--- src/rtl/dispatcher_rr_n_if.sv ---
// Stream bundle for the 1-to-N round-robin dispatcher: one upstream stream in,
// N lane streams out.
interface dispatcher_rr_n_if #(
  parameter int DWIDTH = 16,
  parameter int N      = 2
);
  // Handshake: a beat moves on a rising clk edge where valid && ready; a
  // producer holding valid keeps valid and data stable until that edge, and
  // ready may depend combinationally on the consumer side only, never on valid.
  logic              in_valid;
  logic [DWIDTH-1:0] in_data;
  logic              in_ready;
  logic              out_valid [N];
  logic [DWIDTH-1:0] out_data  [N];
  logic              out_ready [N];

  modport master (
    output in_valid, in_data, out_ready,
    input  in_ready, out_valid, out_data
  );

  modport slave (
    input  in_valid, in_data, out_ready,
    output in_ready, out_valid, out_data
  );
endinterface

--- src/rtl/dispatcher_rr_n.sv ---
// 1-to-N round-robin stream dispatcher: each accepted beat goes to the first
// free lane at or after ptr, into that lane's one-entry output register.
module dispatcher_rr_n #(
  parameter  int DWIDTH = 16,
  parameter  int N      = 2,
  localparam int PW     = (N > 1) ? $clog2(N) : 1
) (
  input  logic            clk,
  input  logic            reset,
  dispatcher_rr_n_if.slave bus,
  output logic [PW-1:0]   ptr
);

  logic              vld  [N];
  logic [DWIDTH-1:0] dat  [N];
  logic [N-1:0]      free;
  logic [N-1:0]      rot;
  logic [PW-1:0]     pos;
  logic [PW:0]       sel_sum;
  logic [PW-1:0]     sel;
  logic              load;

  for (genvar j = 0; j < N; j++) begin : g_lane
    // A full lane being drained this cycle can take a new beat at the same edge.
    assign free[j]          = !vld[j] || bus.out_ready[j];
    assign bus.out_valid[j] = vld[j];
    assign bus.out_data[j]  = dat[j];
  end

  assign bus.in_ready = |free;
  assign load         = bus.in_valid && bus.in_ready;

  // Rotate free so bit 0 is lane ptr, take the first set bit, then map back
  // modulo N (N need not be a power of two).
  always_comb begin
    rot = N'({free, free} >> ptr);
    pos = '0;
    for (int k = N - 1; k >= 0; k--) begin
      if (rot[k]) pos = PW'(k);
    end
    sel_sum = {1'b0, ptr} + {1'b0, pos};
    if (sel_sum >= (PW+1)'(N)) sel_sum = sel_sum - (PW+1)'(N);
    sel = sel_sum[PW-1:0];
  end

  always_ff @(posedge clk or negedge reset) begin
    if (!reset) begin
      ptr <= '0;
      for (int j = 0; j < N; j++) begin
        vld[j] <= 1'b0;
        dat[j] <= '0;
      end
    end else begin
      for (int j = 0; j < N; j++) begin
        if (load && (sel == PW'(j))) begin
          vld[j] <= 1'b1;
          dat[j] <= bus.in_data;
        end else if (vld[j] && bus.out_ready[j]) begin
          vld[j] <= 1'b0;
        end
      end
      if (load) ptr <= (sel == PW'(N - 1)) ? '0 : sel + PW'(1);
    end
  end

endmodule

--- src/flat_wrapper.sv ---
// flat-port wrapper written by rule: the top's interface ports become plain ports
module dispatcher_rr_n_flat 
#(
  parameter  int DWIDTH = 16,
  parameter  int N      = 2,
  localparam int PW     = (N > 1) ? $clog2(N) : 1
)
  (clk, reset, ptr, bus_in_valid, bus_in_data, bus_out_ready, bus_in_ready, bus_out_valid, bus_out_data);
  dispatcher_rr_n_if #(.DWIDTH(DWIDTH), .N(N)) bus_i ();
  input  logic clk;
  input  logic reset;
  output logic [PW-1:0] ptr;
  input wire logic [$bits(bus_i.in_valid)-1:0] bus_in_valid;
  input wire logic [$bits(bus_i.in_data)-1:0] bus_in_data;
  input wire logic [$bits(bus_i.out_ready)-1:0] bus_out_ready;
  output wire logic [$bits(bus_i.in_ready)-1:0] bus_in_ready;
  output wire logic [$bits(bus_i.out_valid)-1:0] bus_out_valid;
  output wire logic [$bits(bus_i.out_data)-1:0] bus_out_data;
  assign bus_i.in_valid = bus_in_valid;
  assign bus_i.in_data = bus_in_data;
  assign bus_i.out_ready = {>>{bus_out_ready}};
  assign bus_in_ready = bus_i.in_ready;
  assign bus_out_valid = {>>{bus_i.out_valid}};
  assign bus_out_data = {>>{bus_i.out_data}};
  dispatcher_rr_n #(.DWIDTH(DWIDTH), .N(N)) u_core (.clk(clk), .reset(reset), .bus(bus_i), .ptr(ptr));
endmodule
--- config.mk ---
export PLATFORM = sky130hd
export DESIGN_NAME = dispatcher_rr_n_flat
export DESIGN_NICKNAME = d
export VERILOG_FILES = /design/src/rtl/dispatcher_rr_n_if.sv /design/src/rtl/dispatcher_rr_n.sv /design/src/flat_wrapper.sv
export SDC_FILE = /design/constraint.sdc
export NUM_CORES = 1
export LEC_CHECK = 0
export BUFFER_PORTS_ARGS = -buffer_cell sky130_fd_sc_hd__buf_2
export CAP_MARGIN = 10
export CORE_MARGIN = 8
export CORE_UTILIZATION = 42
export DETAILED_ROUTE_END_ITERATION = 8
export PLACE_DENSITY = 0.74
export SLEW_MARGIN = 20
export SYNTH_ARGS = -nofsm -noshare
export SYNTH_HDL_FRONTEND = slang
export SYNTH_SLANG_ARGS = --single-unit
--- constraint.sdc ---
create_clock -name clk -period 1.39 [get_ports clk]
set_clock_uncertainty 0.05 [all_clocks]
set_input_delay 0.139 -clock clk [delete_from_list [all_inputs] [get_ports clk]]
set_output_delay 0.139 -clock clk [all_outputs]
set_load 0.03 [all_outputs]
Yosys cells after proc, flatten, opt, wreduce, memory -nomap -nowiden. Cells that the tools add are included. W data, S select, Z words.

Flip-flop bits (word level): 35. Output and inout bits: 36.

Reductions and logical operators: 12. Mux-type cells: 8. Shift operators: 1. Magnitude comparators: 1. Add/sub/neg operators: 3. Bitwise operators: 1.

Operator list (count): $mux W1 (8); $logic_and A1 B1 Y1 (5); $reduce_bool A2 Y1 (2); $shr A4 B1 Y2 (1); $add A1 B1 Y2 (1); $ge A2 B2 Y1 const B (1); $logic_not A1 Y1 (2); $logic_or A1 B1 Y1 (2); $reduce_or A2 Y1 (1); $add A1 B1 Y1 const B (1); $not A1 Y1 (1); $sub A1 B1 Y1 const B (1).

Depth between registers and ports, before layout. Gate-level depths: netlist (run 1).

Word-level depth: 11. Depth in mapped cells: 4. Mapped depth without buffers: 3.

Least setup slack after synthesis (run 1). Ideal clock, no wire load.

Path kind: reg-to-reg. Start: register u_core.vld, in the netlist u_core.bus.out_valid[1]. End: register u_core.dat, in the netlist u_core.bus.out_data[10]. Stages on the path, launching flop included: 5. Setup slack: -0.243 ns. Buffers on the path: 1. Data arrival time: 1.458 ns. Path through: dfrtp_1 -> nor2b_2 -> o211ai_4 -> buf_6 -> mux2_2.

Word-level cells in the longest chain between the ends: 9. Elaborated cells between the ends (all ways): 12.

RTL lines: start, declared (line dispatcher_rr_n.sv:14) `logic vld [N];`; start signal, assigned by index (line dispatcher_rr_n.sv:50) `vld[j] <= 1'b0;`; start signal, assigned by index (line dispatcher_rr_n.sv:56) `vld[j] <= 1'b1;`; start signal, assigned by index (line dispatcher_rr_n.sv:59) `vld[j] <= 1'b0;`; $logic_not A1 Y1 (*) (line dispatcher_rr_n.sv:25) `assign free[j] = !vld[j] || bus.out_ready[j];`; $logic_or A1 B1 Y1 (*) (line dispatcher_rr_n.sv:25); $shr A4 B1 Y2 (line dispatcher_rr_n.sv:36) `rot = N'({free, free} >> ptr);`; $mux W1 (2 in series) (line dispatcher_rr_n.sv:39) `if (rot[k]) pos = PW'(k);`; $add A1 B1 Y2 (line dispatcher_rr_n.sv:41) `sel_sum = {1'b0, ptr} + {1'b0, pos};`; $ge A2 B2 Y1 or $sub A1 B1 Y1 (tied branches) (line dispatcher_rr_n.sv:42) `if (sel_sum >= (PW+1)'(N)) sel_sum = sel_sum - (PW+1)'(N);`; $mux W1 (line dispatcher_rr_n.sv:42); $logic_and A1 B1 Y1 (*) (line dispatcher_rr_n.sv:55) `if (load && (sel == PW'(j))) begin`; end signal, assigned by index (line dispatcher_rr_n.sv:57) `dat[j] <= bus.in_data;`; end, declared (line dispatcher_rr_n.sv:15) `logic [DWIDTH-1:0] dat [N];`.

Mark *: on every way between the ends. The rest lies on a longest branch, timed or not. A chain may end at the register's enable or synchronous reset.

Worst setup path in the final report (run 1).
Start: register u_core.vld, in the netlist u_core.bus.out_valid[0]. End: register u_core.dat, in the netlist u_core.bus.out_data[23].

Word-level cells in the longest chain between the ends: 10. Elaborated cells between the ends (all ways): 13.

RTL lines (line): $logic_not A1 Y1 (*) (dispatcher_rr_n.sv:25); $logic_or A1 B1 Y1 (*) (dispatcher_rr_n.sv:25); $shr A4 B1 Y2 (dispatcher_rr_n.sv:36); $mux W1 (2 in series) (dispatcher_rr_n.sv:39); $add A1 B1 Y2 (dispatcher_rr_n.sv:41); $ge A2 B2 Y1 or $sub A1 B1 Y1 (tied branches) (dispatcher_rr_n.sv:42); $mux W1 (dispatcher_rr_n.sv:42); $not A1 Y1 (dispatcher_rr_n.sv:55); $logic_and A1 B1 Y1 (*) (dispatcher_rr_n.sv:55).

Marked as above.

==> impl_metrics.csv, run 1 <==
group,metric,value,unit
timing,finalWorstSetupSlack,-45.3,ps
floorplanning,die_h,73.8,um
final_layout,syn2layout_area_growth,52.0,%
routing,drt-initial-drc-count,45,
critical_path,cpMaxStageDelayCell,"dfrtp_2",
global_route,antenna_found_initial,0,
cts,clockBufferDepth,2,
synthesis,yosysWarnings,0,
synthesis,netlist_area,0.00140,mm^2
place,dp_hpwl,2530,um
floorplanning,ioPinCount,57,
job,cap_violations,0,
synthesis,ys_seq_area_frac,0.625,
critical_path,arrival,1610,ps
run_status,status,"finished, violations left",
critical_path,crit_type,"register to register",
timing,setup_violations,32,
routing,viasPerCell,4.56,
min_path,min-delay-start,"bus_in_valid",
cts,cts_tree,"built",
timing,slew_headroom,0.852,
critical_path,worstPathCellList,"and2b_4 -> o211ai_4 -> buf_6 -> mux2_4",
final_layout,utilization,0.654,
synthesis,synth_top_area_frac,0.625,
timing,tns,-706,ps
final_layout,multi_input_area,582,um^2
timing,period_share,1.03,
critical_path,worstSetupStartpoint,"u_core.bus.out_valid[0]",
global_route,grt_pass1_wl,5550,um
synthesis,synth_area_leader_cell,"dfrtp_1",
cts,cts_buffers,5,
critical_path,worstPathRequired,1570,ps
pwr,switchingPower,0.00228,W
place,placed_cells,191,
cts,clk_pin_slew,100,ps
final_layout,nFillCells,254,
pwr,vdd_drop_max,0.978,mV
synthesis,synth.distinct_cells,14,
cts,cts-htree-levels,2,
synthesis,ys_ff_latch,35,
timing,final_max_slew_viol_count,0,
pwr,seq_power_share,0.347,
routing,dr.pass1.iters,3,
floorplanning,initial_core_util,0.430,
final_layout,seqCellArea,880,um^2
routing,wl,3430,um
global_route,gr-total-overflow,0,
routing,drc,0,
routing,antenna_left,0,
place,placed_area,0.00182,mm^2
global_route,grt_pass1_vias,1088,
final_layout,layout.nets,190,
final_layout,diodes,0,
timing,max_freq,0.697,GHz
floorplanning,core,0.00326,mm^2
cts,clock-sinks,35,
min_path,hold_path.class,"input port to register",
critical_path,path_max_fanout,7,
final_layout,stdcell_count,216,
place,gp_congestion,0.717,
pwr,p_int,0.00299,W
final_layout,stdcell_area,0.00213,mm^2
floorplanning,rows,21,
routing,wl_per_cell,15.9,um
pwr,leakage,1.11,nW
cts,cts_root_buf,"clkbuf_4",
timing,post-route-min-period,1440,ps
pwr,switching_share,0.433,
pwr,totalPowerFinal,0.00527,W
synthesis,syn_avg_cell_area,17.3,um^2
critical_path,cp-start-kind,"register",
pwr,pwr-share-comb,0.555,
synthesis,syn-num-nets,102,
pwr,pwr-share-clk,0.098,
run_status,violations,"negative setup slack",
floorplanning,dieArea,0.00544,mm^2
cts,clk_latency,340,ps
global_route,grt_start_max_net_pins,19,
place,portBuffers,56,
timing,rsz0062_at_grt,"yes",
critical_path,slowest_delay,410,ps
critical_path,cp-end-kind,"register",
global_route,grt_usage,0.137,
final_layout,drive_gt1_frac,0.665,
floorplanning,die_w,73.8,um
routing,num_vias,986,
synthesis,ys_top_cells_by_area,"dfrtp_1 63%, mux2_2 13%, mux2_4 9.6%, mux2_1 5.6%, o211ai_4 3.0%",
timing,worstMarginPinSlew,223,ps
synthesis,synthCells,81,
timing,hold_violations,0,
pwr,power-per-cell-area,2480,mW/mm^2
critical_path,r2r-start,"u_core.bus.out_valid[0]",
registers in the layout, indices dropped and copies added (netlist names):
register,count
u_core.ptr,1
u_core.bus.out_data,32
u_core.bus.out_valid,2
power groups by stage:
| stage | combinational (W) | sequential [W] | clock [W] |
|---|---|---|---|
| 2_1_floorplan | 0.000857 | 0.00285 | 0 |
| 3_3_place_gp | 0.00267 | 0.00179 | 0 |
| 3_5_place_dp | 0.00270 | 0.00184 | 0 |
| 4_1_cts | 0.00294 | 0.00183 | 0.000548 |
| 5_1_grt | 0.00307 | 0.00190 | 0.000574 |
| 6_report | 0.00292 | 0.00183 | 0.000517 |
synthesized netlist by cell type:
cell      count
mux2_4        9
buf_6         1
buf_12        1
and2b_4       1
a21oi_1       1
nor2b_2       1
nand2b_1      2
mux2_2       16
inv_2         1
o211ai_4      2
mux2_1        7
dfrtp_1      35
nand2_1       3
a31oi_1       1
area by class of cell:
cell class,instances,share of cell area
Clock buffer,7,0.0212
Clock inverter,1,0.00235
Inverter,1,0.00176
Multi-Input combinational cell,43,0.273
Sequential cell,35,0.413
Tap cell,46,0.0270
Timing Repair Buffer,83,0.261
final timing paths:
| path | cells after the start | slack, ps | end |
|---|---|---|---|
| min in group asynchronous | 2 | 90 | u_core.bus.out_data[2] |
| setup / recovery | 4 | -50 | u_core.bus.out_data[23] |
| setup reg to reg | 4 | -50 | u_core.bus.out_data[23] |
| hold / removal | 2 | 40 | u_core.ptr |
| max in group asynchronous | 3 | 740 | u_core.bus.out_valid[0] |
| hold reg to reg | 1 | 460 | u_core.bus.out_data[18] |
routing by layer:
metal	GRT usage	routed length, um
met3	0.0477	258
met5	0	0
met4	0.0865	86
met2	0.219	1720
met1	0.151	1360
worst max-delay path: cells and delay by family (launching register included):
family / cells / cell delay (ps)
flip-flops: 1 / 410
AND/OR/NAND/NOR: 1 / 180
multiplexers: 1 / 310
AO/OA/AOI/OAI: 1 / 190
buffers and inverters: 1 / 180
per-stage QoR:
stage / hold WS (ps) / setup WS (ps)
2_1_floorplan: -207 / -214
3_3_place_gp: -77.2 / -52.5
3_5_place_dp: -75.8 / -76.7
4_1_cts: 19.9 / -46.0
5_1_grt: 32.3 / -89.8
6_report: 36.6 / -45.3
cells by family after synthesis:
| group | share of synthesized area |
|---|---|
| muxes | 0.281 |
| DFF | 0.625 |
| buffers and inverters | 0.0250 |
| and+or+nand+nor | 0.0304 |
| AOI/OAI and AO/OA | 0.0384 |
placed cells by master (no fill, tap or decap), types with 2 or more instances in the layout:
cell type	synthesis	layout
buf_2	0	54
dfrtp_1	35	32
mux2_4	9	30
dlygate4sd3_1	0	17
buf_6	1	7
clkbuf_4	0	5
buf_4	0	5
nand2_1	3	3
dfrtp_2	0	3
o211ai_4	2	2
mux2_2	16	2
clkbuf_1	0	2
what timing repair did:
action	4_1_cts	5_1_grt
pin swaps	2	0
gates cloned	0	0
buffers inserted	0	0
hold buffers	17	0
endpoints found under the setup margin	33	34
resized for setup	21	4
endpoints found under the hold margin	66	0
(Power assumes the default switching activity.)
==> run 2: changes to the inputs <==
BUFFER_PORTS_ARGS = -buffer_cell sky130_fd_sc_hd__buf_4   (was -buffer_cell sky130_fd_sc_hd__buf_2)
==> run 2 against run 1 <==
Effect of this change: the run still ends with negative setup slack left; first-iteration DRC count increased by 6.7%; power up 6.0%; global-route usage rose by 0.10 points; flip-flop and latch count is the same; critical path depth stayed put; cell area increased by 6.5%; sequential power barely moved; cell count is 0.46% higher; sequential share of layout area is 2.5 points lower; combinational power grew 11%; utilization up 4.3 points.
==> impl_metrics.csv, run 2 (synthesis gave the netlist of run 1 again) <==
group,metric,value,unit
critical_path,path_max_fanout,10,
run_status,violations,"negative setup slack",
critical_path,slowest_delay,410,ps
pwr,p_int,0.00328,W
critical_path,path_buf_inv,1,
timing,period_share,1.06,
critical_path,cpMaxStageDelayCell,"dfrtp_2",
cts,cts_root_buf,"clkbuf_4",
timing,hold_violations,0,
pwr,totalPowerFinal,0.00559,W
cts,cts-htree-levels,2,
timing,rsz0062_at_grt,"yes",
floorplanning,initial_core_util,0.430,
global_route,gr-total-overflow,0,
pwr,seq_power_share,0.330,
critical_path,worstPathRequired,1550,ps
timing,finalWorstSetupSlack,-78.7,ps
critical_path,arrival,1630,ps
cts,cts_tree,"built",
cts,clk_latency,320,ps
pwr,leakage,1.14,nW
timing,max_freq,0.681,GHz
global_route,antenna_found_initial,0,
final_layout,diodes,0,
min_path,hold_path.class,"input port to register",
critical_path,cp-start-kind,"register",
final_layout,stdcell_area,0.00227,mm^2
final_layout,syn2layout_area_growth,61.9,%
global_route,grt_start_max_net_pins,36,
routing,drt-initial-drc-count,48,
place,placed_area,0.00196,mm^2
final_layout,drive_gt1_frac,0.661,
final_layout,final_common_cell,"buf_4",
critical_path,cpLargestDelayFamily,"flip-flops",
place,gp_congestion,0.695,
global_route,grt_usage,0.138,
floorplanning,ioPinCount,57,
pwr,switchingPower,0.00230,W
place,portBuffers,56,
routing,antenna_left,0,
routing,drc,0,
critical_path,crit_type,"register to register",
routing,wl_per_cell,16.0,um
floorplanning,die_w,73.8,um
timing,fin_hold_ws,151,ps
timing,setup_violations,31,
timing,slew_headroom,0.714,
run_status,status,"finished, violations left",
pwr,pwr-share-comb,0.579,
cts,clockBufferDepth,2,
place,pre_cts_slack,-89.9,ps
pwr,pwr-share-clk,0.092,
global_route,grt_pass1_wl,5750,um
cts,clock-sinks,35,
critical_path,cp-end-kind,"register",
place,dp_hpwl,2480,um
final_layout,largest_reg_flops,32,
floorplanning,dieArea,0.00544,mm^2
routing,wl,3470,um
timing,worstMarginPinSlew,428,ps
global_route,grt_pass1_vias,1156,
critical_path,worstPathCellList,"and2b_4 -> o211ai_4 -> buf_12 -> mux2_2",
floorplanning,core,0.00326,mm^2
job,cap_violations,0,
floorplanning,die_h,73.8,um
pwr,switching_share,0.412,
pwr,vdd_drop_max,0.990,mV
cts,clk_pin_slew,90,ps
routing,dr.pass1.iters,4,
floorplanning,rows,21,
pwr,power-per-cell-area,2460,mW/mm^2
final_layout,final_cell_mix,"60 x buf_4, 32 x dfrtp_1, 27 x mux2_4",
timing,post-route-min-period,1470,ps
routing,num_vias,985,
final_layout,layout.nets,191,
routing,viasPerCell,4.54,
timing,final_max_slew_viol_count,0,
cts,cts_buffers,5,
run 2: cell types whose count changed in the layout (fill, tap and decap cells not counted):
cell	previous run	this run
buf_4	5	60
buf_2	54	0
mux2_2	2	5
mux2_4	30	27
buf_6	7	5
buf_12	0	1
dlygate4sd3_1	17	18
run 2: final cells by class:
class,instances,area (um^2)
Inverter,1,3.75
Tap cell,46,57.6
Fill cell,237,990
Clock inverter,1,5.00
Multi-Input combinational cell,43,571
Clock buffer,7,45.0
Sequential cell,35,880
Timing Repair Buffer,84,707
run 2: final timing paths:
check | start | cells past startpoint | slack [ps] | endpoint
hold / removal | bus_out_ready[0] | 4 | 150 | u_core.bus.out_valid[0]
hold reg to reg | u_core.bus.out_data[18] | 1 | 460 | u_core.bus.out_data[18]
setup reg to reg | u_core.bus.out_valid[0] | 4 | -80 | u_core.bus.out_data[18]
min in group asynchronous | reset | 2 | 240 | u_core.bus.out_data[20]
max in group asynchronous | reset | 2 | 710 | u_core.bus.out_valid[0]
setup / recovery | u_core.bus.out_valid[0] | 4 | -80 | u_core.bus.out_data[18]
run 2: timing repair:
action                                  4_1_cts  5_1_grt
endpoints found under the hold margin        68        0
gates resized for setup                      14        3
hold buffers                                 18        0
endpoints found under the setup margin       31       32
pin swaps                                     1        0
buffers inserted                              0        1
run 2: power groups by stage:
| stage | logic [W] | registers, W | clock network, W |
|---|---|---|---|
| floorplan | 0.000857 | 0.00285 | 0 |
| global placement | 0.00300 | 0.00182 | 0 |
| detailed placement | 0.00304 | 0.00185 | 0 |
| CTS | 0.00323 | 0.00184 | 0.000529 |
| global route | 0.00339 | 0.00192 | 0.000560 |
| finish | 0.00323 | 0.00184 | 0.000512 |
run 2: per-layer routing:
layer	routed length, um	global-route usage	part of all wire
met1	1500	0.167	0.43
met2	1730	0.226	0.50
met4	62	0.0665	0.018
met3	183	0.0300	0.053
met5	0	0	0
run 2: stage by stage:
step / setup TNS, ps / instances / utilization
global route: -2840 / 217 / 0.696
detailed placement: -1550 / 190 / 0.603
floorplan: -4610 / 81 / -
finish: -1380 / 217 / 0.696
CTS: -1520 / 216 / 0.690
global placement: -1250 / 190 / 0.603
run 2: tightest hold or removal path, stage by stage:
cell,delay (ps)
buf_4,90
nand2b_4,130
buf_4,100
nand2_1,40
==> run 3: changes to the inputs <==
CORE_UTILIZATION = 50   (was 42)
PLACE_DENSITY = 0.82   (was 0.74)
clock period = 1.85 ns   (was 1.39 ns; I/O delays follow)
==> run 3 against run 2 <==
Effect of this change: largest cell class unchanged; clock power fell by 9.4%; flip-flop and latch count unchanged; highest routed layer unchanged; register-to-register slack improved by 390 ps; utilization increased by 1.8 points; critical path depth did not move; the run now ends clean.
==> impl_metrics.csv, run 3 (synthesis gave the netlist of run 1 again) <==
group,metric,value,unit
critical_path,ff2ff_setup_slack,310,ps
global_route,grt_usage,0.142,
place,gp_congestion,0.843,
floorplanning,initial_core_util,0.517,
routing,drt-initial-drc-count,28,
floorplanning,dieArea,0.00475,mm^2
cts,clk_latency,330,ps
global_route,grt_start_max_net_pins,36,
cts,cts-htree-levels,2,
timing,tns,0,ps
pwr,totalPowerFinal,0.00394,W
timing,setup_violations,0,
pwr,leakage,0.946,nW
final_layout,final_cell_mix,"57 x buf_4, 35 x dfrtp_1, 16 x mux2_2",
floorplanning,die_h,68.9,um
routing,wl_per_cell,17.2,um
timing,slew_headroom,0.709,
global_route,grt_busiest_layer,"met2",
final_layout,multi_input_area,490,um^2
timing,max_freq,0.650,GHz
timing,worstMarginPinSlew,437,ps
global_route,grt.met3_usage,0.0468,
final_layout,nFillCells,206,
routing,viasPerCell,5.01,
routing,num_vias,886,
critical_path,r2r_cells,4,
global_route,met2_usage,0.251,
timing,rsz0062_at_grt,"no",
critical_path,worstPathRequired,2010,ps
cts,clockBufferDepth,2,
job,cap_violations,0,
cts,clock-sinks,35,
floorplanning,rows,19,
critical_path,arrival,1700,ps
final_layout,syn2layout_area_growth,38.1,%
place,placed_cells,168,
final_layout,largest_reg_flops,32,
routing,antenna_left,0,
critical_path,rr_endpoint,"u_core.bus.out_data[10]",
critical_path,r2r-start,"u_core.bus.out_valid[1]",
cts,cts_buffers,5,
final_layout,final_common_cell,"buf_4",
timing,hold_violations,0,
final_layout,drive_gt1_frac,0.651,
place,portBuffers,56,
cts,clk_pin_slew,110,ps
floorplanning,ioPinCount,57,
final_layout,diodes,0,
min_path,hold_path_end,"u_core.bus.out_data[14]",
cts,cts_tree,"built",
routing,drc,0,
final_layout,utilization,0.714,
pwr,power-per-cell-area,2040,mW/mm^2
timing,final_max_slew_viol_count,0,
min_path,whs_path_depth,2,
global_route,antenna_found_initial,0,
global_route,gr-total-overflow,0,
min_path,hold_path.class,"input port to register",
floorplanning,core,0.00271,mm^2
global_route,grt_pass1_wl,4890,um
floorplanning,die_w,68.9,um
cts,cts_root_buf,"clkbuf_4",
run_status,status,"finished, final reports clean",
critical_path,cp-end-kind,"register",
pwr,vdd_drop_max,1.57,mV
timing,post-route-min-period,1540,ps
critical_path,path_max_fanout,17,
timing,period_share,0.832,
critical_path,cp-start-kind,"register",
place,dp_hpwl,2280,um
routing,wl,3040,um
min_path,min-delay-start,"bus_in_data[14]",
routing,dr.pass1.iters,3,
final_layout,seqCellArea,876,um^2
final_layout,layout.nets,166,
final_layout,stdcell_count,177,
global_route,grt_use_met1,0.151,
global_route,grt_pass1_vias,1018,
critical_path,crit_type,"register to register",
## run 3: cell count changes in the layout (fill, tap and decap cells not counted), moves of 2 or more
cell           change
mux2_4            -18
buf_4              -3
buf_6              -5
dlygate4sd3_1     -17
mux2_2            +11
dfrtp_2            -3
dfrtp_1            +3
clkbuf_8           +2
mux2_1             +7
## run 3: routing by layer
metal | part of all wire | vias up
li1 | - | 413
met1 | 0.36 | 442
met2 | 0.56 | 26
met3 | 0.062 | 5
met4 | 0.013 | 0
met5 | 0 | -
## run 3: area by class of cell
class | count | area share
Timing Repair Buffer | 59 | 0.237
Tap cell | 31 | 0.0200
Clock buffer | 8 | 0.0356
Sequential cell | 35 | 0.452
Inverter | 1 | 0.00194
Multi-Input combinational cell | 43 | 0.253
## run 3: metrics by stage
stage                     hold slack [ps]  area (um^2)  worst slack, ps
after global routing                 12.4         1940              242
after detailed placement              107         1860              342
after floorplan                      -161         1400              217
after global placement                101         1860              384
after CTS                            12.5         1940              311
final                                26.5         1940              311
## run 3: power breakdown
group	internal (W)	switching, W
logic	0.000923	0.00119
registers	0.00114	0.000218
clock network	0.000224	0.000240
total	0.00229	0.00165
## run 3: critical path, stage by stage, from the launching register on
cell	delay, ps
dfrtp_1	410
nor2b_2	180
o211ai_4	160
buf_4	270
mux2_2	360
## run 3: worst max-delay path by stage
stage	from	end	slack [ps]
after detailed placement	u_core.bus.out_valid[1]	u_core.bus.out_data[8]	340
after floorplan	u_core.bus.out_valid[1]	u_core.bus.out_data[10]	220
after global routing	u_core.bus.out_valid[1]	u_core.bus.out_data[8]	240
after CTS	u_core.bus.out_valid[1]	u_core.bus.out_data[8]	310
final	u_core.bus.out_valid[1]	u_core.bus.out_data[10]	310
after global placement	u_core.bus.out_valid[1]	u_core.bus.out_data[10]	380
## run 3: what timing repair did
action,in CTS,in global routing
hold endpoints to repair,35,0
hold buffers,1,0
setup buffers,0,0
resized for setup,0,0
